--- config.mk ---
export PLATFORM = sky130hd
export DESIGN_NAME = time_frame_sync
export DESIGN_NICKNAME = d
export VERILOG_FILES = /design/src/rtl/qpsk_frame_pkg.sv /design/src/rtl/frame_check.sv /design/src/rtl/time_frame_sync.sv
export SDC_FILE = /design/constraint.sdc
export NUM_CORES = 1
export LEC_CHECK = 0
export CAP_MARGIN = 15
export CELL_PAD_IN_SITES_DETAIL_PLACEMENT = 0
export CELL_PAD_IN_SITES_GLOBAL_PLACEMENT = 1
export CORE_MARGIN = 2
export CORE_UTILIZATION = 42
export CTS_CLUSTER_SIZE = 25
export DETAILED_ROUTE_END_ITERATION = 12
export GPL_ROUTABILITY_DRIVEN = 0
export PLACE_DENSITY_LB_ADDON = 0.1
export SLEW_MARGIN = 20
export SYNTH_ARGS = -nofsm -noshare
export SYNTH_HDL_FRONTEND = slang
export SYNTH_SLANG_ARGS = --single-unit
--- constraint.sdc ---
create_clock -name clk -period 4 [get_ports clk]
set_input_delay 1 -clock clk [delete_from_list [all_inputs] [get_ports clk]]
set_output_delay 1 -clock clk [all_outputs]
set_load 0.05 [all_outputs]
--- src/rtl/qpsk_frame_pkg.sv ---
// qpsk_frame_pkg: shared frame geometry, time range limits and sync FSM states.
package qpsk_frame_pkg;
    localparam int FRAME_W = 40;
    localparam int PAY_W = 32;
    localparam int HDR_LSB = 32;
    localparam int HOUR_LSB = 24;
    localparam int MIN_LSB = 16;
    localparam int SEC_LSB = 8;
    localparam int CHK_LSB = 0;
    localparam logic [7:0] HOUR_MAX = 8'd23;
    localparam logic [7:0] MIN_MAX = 8'd59;
    localparam logic [7:0] SEC_MAX = 8'd59;
    typedef enum logic {HUNT, COLLECT} state_t;
    function automatic logic [7:0] field(input logic [FRAME_W-1:0] f, input int lsb);
        return f[lsb +: 8];
    endfunction
endpackage

--- src/rtl/frame_check.sv ---
// frame_check: combinational checksum and time range verification of a candidate frame.
module frame_check
    import qpsk_frame_pkg::*;
(
    input  logic [FRAME_W-1:0] frame,
    output logic               chk_ok,
    output logic               range_ok
);
    logic [7:0] sum;
    always_comb begin
        sum = field(frame, HDR_LSB) + field(frame, HOUR_LSB) + field(frame, MIN_LSB) + field(frame, SEC_LSB);
        chk_ok = sum == field(frame, CHK_LSB);
        range_ok = field(frame, HOUR_LSB) <= HOUR_MAX && field(frame, MIN_LSB) <= MIN_MAX
                   && field(frame, SEC_LSB) <= SEC_MAX;
    end
endmodule

--- src/rtl/time_frame_sync.sv ---
// time_frame_sync: hunts the frame header, collects a 40-bit time frame and validates it.
module time_frame_sync
    import qpsk_frame_pkg::*;
#(
    parameter logic [7:0] HEADER = 8'hCC,
    parameter int TIMEOUT = 1000,
    parameter int LOCK_N = 3
) (
    input  logic               clk,
    input  logic               rst_n,
    input  logic               bit_i,
    input  logic               bit_valid,
    output logic [FRAME_W-1:0] dat_o,
    output logic               frame_valid,
    output logic               err_o,
    output logic               locked
);
    localparam int IW = $clog2(TIMEOUT + 1);
    localparam int GW = $clog2(LOCK_N + 1);
    state_t state, state_d;
    logic [7:0] win, win_d, win_sh;
    logic [PAY_W-1:0] pay, pay_d, pay_sh;
    logic [4:0] cnt, cnt_d;
    logic [IW-1:0] idle, idle_d;
    logic [GW-1:0] good, good_d;
    logic [FRAME_W-1:0] dat_d, cand;
    logic fv_d, err_d, lock_d, chk_ok, range_ok;
    assign win_sh = {win[6:0], bit_i};
    assign pay_sh = {pay[PAY_W-2:0], bit_i};
    assign cand = {HEADER, pay_sh};
    frame_check u_check (
        .frame    (cand),
        .chk_ok   (chk_ok),
        .range_ok (range_ok)
    );
    always_comb begin
        state_d = state;
        win_d = win;
        pay_d = pay;
        cnt_d = cnt;
        idle_d = '0;
        good_d = good;
        dat_d = dat_o;
        fv_d = 1'b0;
        err_d = 1'b0;
        lock_d = locked;
        if (state == HUNT) begin
            if (bit_valid) begin
                win_d = win_sh;
                if (win_sh == HEADER) begin
                    state_d = COLLECT;
                    cnt_d = '0;
                end
            end
        end else if (bit_valid) begin
            pay_d = pay_sh;
            cnt_d = cnt + 5'd1;
            if (cnt == 5'd31) begin
                state_d = HUNT;
                win_d = '0;
                if (chk_ok && range_ok) begin
                    dat_d = cand;
                    fv_d = 1'b1;
                    good_d = good == GW'(LOCK_N) ? good : good + GW'(1);
                    lock_d = good_d == GW'(LOCK_N);
                end else begin
                    err_d = 1'b1;
                    good_d = '0;
                    lock_d = 1'b0;
                end
            end
        end else begin
            idle_d = idle + IW'(1);
            // A bit on the expiring edge takes the branch above, so it always wins.
            if (idle_d == IW'(TIMEOUT)) begin
                state_d = HUNT;
                win_d = '0;
                cnt_d = '0;
                idle_d = '0;
                err_d = 1'b1;
                good_d = '0;
                lock_d = 1'b0;
            end
        end
    end
    always_ff @(posedge clk) begin
        if (!rst_n) begin
            state <= HUNT;
            win <= '0;
            pay <= '0;
            cnt <= '0;
            idle <= '0;
            good <= '0;
            dat_o <= '0;
            frame_valid <= 1'b0;
            err_o <= 1'b0;
            locked <= 1'b0;
        end else begin
            state <= state_d;
            win <= win_d;
            pay <= pay_d;
            cnt <= cnt_d;
            idle <= idle_d;
            good <= good_d;
            dat_o <= dat_d;
            frame_valid <= fv_d;
            err_o <= err_d;
            locked <= lock_d;
        end
    end
endmodule
==> flow_metrics.tcl <==
set metrics [dict create \
    status "complete, no violations" \
    synth_ff_type "dfxtp_1" \
    synth_compound_area_share_pct 13.7 \
    p_leak_nw 1.76 \
    slew_violations 0 \
    tritoncts "built" \
    rrSetupSlack_ns 0.36 \
    grt_usage_pct 17.1 \
    multi_input_area_um2 1990 \
    fin_setup_tns_ns 0 \
    r2r-end "good[0]" \
    yosysWarnings 0 \
    drt_iter0_markers 109 \
    synth_fa_ha_area_share_pct 8.18 \
    synth_top_family_by_area "simple AND/OR/NAND/NOR gates" \
    ys_seq_elements 92 \
    reg2reg_from "pay[9]" \
    diodes 0 \
    p_per_area_nw_per_um2 316 \
    synthMuxAreaShare_pct 1.71 \
    grt_pass1_wl_um 14100 \
    stdcell_area_um2 4770 \
    fmax_mhz 274 \
    worst_setup_hold_path_clk_slew_ns 0.09 \
    dpl_cell_area_um2 4600 \
    hold_end "dat_o[4]" \
    startpoint_type "flop" \
    syn_area_um2 4100 \
    pre_cts_ws_ns 0.365 \
    timing_worst_slew_pin_value_ns 0.671 \
    synthSimpleGateAreaFrac_pct 19.4 \
    hold_viol_final 0 \
    utilization_pct 49.5 \
    period_share_pct 91.1 \
    clkSinkCount 92 \
    ctsResizeCount 0 \
    whs_path_depth 2 \
    num_io_pins 47 \
    cts.path.max_buffers 2 \
    final_nets 533 \
    max-vdd-ir-drop_mv 0.137 \
    worstPathMaxFanout 23 \
    dieHeight_um 103 \
    postRouteAntennaNets 0 \
    port_buffers 42 \
    synth_edf_count 0 \
    antenna_found_initial 0 \
    netlist_instances 473 \
    ys_seq_area_share_pct 44.9 \
    cts_inserted_buffers 9 \
    drt_first_pass_iters 4 \
    critPathCaptureType "flop" \
    rows 36 \
    rsz0062_at_grt "no" \
    synthTopCellsByArea "dfxtp_1 (45%), nand2_1 (10%), a21oi_1 (4.9%), ha_1 (4.3%), fa_1 (3.9%)" \
    core_um2 9640 \
    synth_area_per_cell_um2 8.67 \
    post_drt_via_cell_ratio 4.87 \
    maxCapViolCount 0 \
    worst_slack_ns 0.356 \
    yosys.area.top_type "dfxtp_1" \
    cts_hold_buf 0 \
    worst_clock_skew_ns 0.00878 \
    min_period_ns 3.64 \
    cts-root-buf "clkbuf_8" \
    synthArstFlopShare_pct 0 \
    fill_cells 983 \
    dr_total_vias 3138 \
    grt_pass1_vias 2833 \
    wirelength_um 8570 \
    register_area_um2 1840 \
    drcViolationCount 0 \
    hp-class "reg -> reg" \
    slew_headroom_pct 55.1 \
    grt_max_degree 63 \
    clk_latency_ns 0.36 \
    die_w_um 103 \
    start_util_pct 42.5 \
    rr_worst_depth 14 \
    synth.top_cell.area_share_pct 44.9 \
    drive_gt1_share_pct 8.20 \
    hpwlAfterDp_um 5970 \
    grt_overflow 0 \
    wl_per_cell_um 13.3 \
    htree_num_levels 3 \
    arrival_ns 3.94 \
    crit_type "reg -> reg" \
    postCtsSetupBuffers 0 \
    die_area_um2 10600 \
    setup_violations 0 \
    worstPathRequired_ns 4.29 \
    ys_types 44 \
    syn_to_final_growth_pct 16.4 \
    synthXorXnorAreaFrac_pct 5.13 \
    finalPower_mw 1.51 \
    min_from "dat_o[4]" \
]
==> critical path, stage by stage (launching register included) <==
cell     delay, ns
dfxtp_1       0.40
inv_1         0.07
ha_1          0.32
fa_1          0.51
inv_1         0.04
ha_1          0.21
fa_1          0.42
a21o_1        0.19
a21oi_1       0.20
xnor2_1       0.14
nor4_4        0.32
and4_1        0.23
buf_4         0.25
o21ai_0       0.13
a21oi_1       0.14
==> power by group <==
part	switching [mW]	internal, mW
combinational	0.0286	0.00752
clock	0.331	0.226
sequential	0.000856	0.916
total	0.360	1.15
==> cell type report <==
| class | instances | share of cell area [%] |
|---|---|---|
| Sequential cell | 92 | 38.6 |
| Timing Repair Buffer | 49 | 10.2 |
| Clock buffer | 10 | 2.67 |
| Inverter | 32 | 2.52 |
| Tap cell | 133 | 3.49 |
| Multi-Input combinational cell | 323 | 41.7 |
| Clock inverter | 6 | 0.839 |
==> sequential cells by signal (all words and copies together), names as in the netlist, 2 cells and up <==
| signal | flops |
|---|---|
| pay | 31 |
| win | 7 |
| dat_o | 33 |
| cnt | 5 |
| idle | 10 |
| good | 2 |
==> synthesized netlist by cell type, types with 2 or more instances <==
master / number
o21ai_0: 7
a21oi_1: 40
a22oi_1: 3
a21o_1: 2
nand3_1: 4
mux2i_1: 7
a211oi_1: 2
nor3_1: 3
o21a_1: 2
xnor2_1: 17
nor2_1: 32
a22o_1: 7
a21oi_2: 17
fa_1: 8
nor4_1: 4
buf_4: 7
clkbuf_1: 15
dfxtp_1: 92
and3_1: 9
nand2_1: 109
buf_6: 3
inv_1: 31
nand4_1: 8
ha_1: 14
xor2_1: 7
buf_1: 3
and2_1: 3
==> layout by cell type (no fill, tap or decap), types with 2 or more instances in the layout <==
cell,synthesis,routed
clkdlybuf4s50_1,0,42
nand3_1,4,4
a21o_1,2,2
and3_1,9,9
a22o_1,7,7
a22oi_1,3,3
nand2_1,109,109
a21oi_2,17,17
buf_4,7,6
xnor2_1,17,17
mux2i_1,7,7
o21ai_0,7,7
nand4_1,8,8
nor4_1,4,4
clkinv_2,0,3
and2_1,3,3
inv_1,31,31
conb_1,1,4
nor2_1,32,32
a211oi_1,2,2
fa_1,8,8
nor3_1,3,3
clkbuf_8,0,9
ha_1,14,14
xor2_1,7,7
a21oi_1,40,40
o21a_1,2,2
dfxtp_1,92,92
==> per-layer routing <==
layer | up-vias | GRT usage [%] | share of wire, %
met4 | 0 | 6.17 | 1.1
met2 | 57 | 24.0 | 42
met5 | - | 0 | 0
met1 | 1461 | 26.1 | 53
met3 | 7 | 3.19 | 3.8
li1 | 1613 | - | -
==> cells by family after synthesis <==
group	after synthesis
and+or+nand+nor	180
DFF	92
AOI/OAI and AO/OA	86
buffers and inverters	61
xor gates and xnor gates	24
adders and majority gates	22
muxes	7
other	1
==> stage by stage <==
| step | hold slack [ns] | instances |
|---|---|---|
| after floorplan | 0.424 | 476 |
| after global placement | 0.445 | 629 |
| after detailed placement | 0.449 | 629 |
| after CTS | 0.463 | 645 |
| after global routing | 0.476 | 645 |
| final | 0.461 | 645 |
==> worst max path at each step <==
stage | from | to | slack [ns] | cells past startpoint
after detailed placement | pay[9] | good[0] | 0.36 | 14
after CTS | pay[9] | good[0] | 0.33 | 14
final | pay[9] | good[0] | 0.36 | 14
after global routing | pay[9] | dat_o[0] | 0.07 | 14
after floorplan | pay[9] | dat_o[16] | 0.69 | 14
after global placement | pay[9] | dat_o[18] | 0.44 | 14
(Power assumes the default switching activity.)
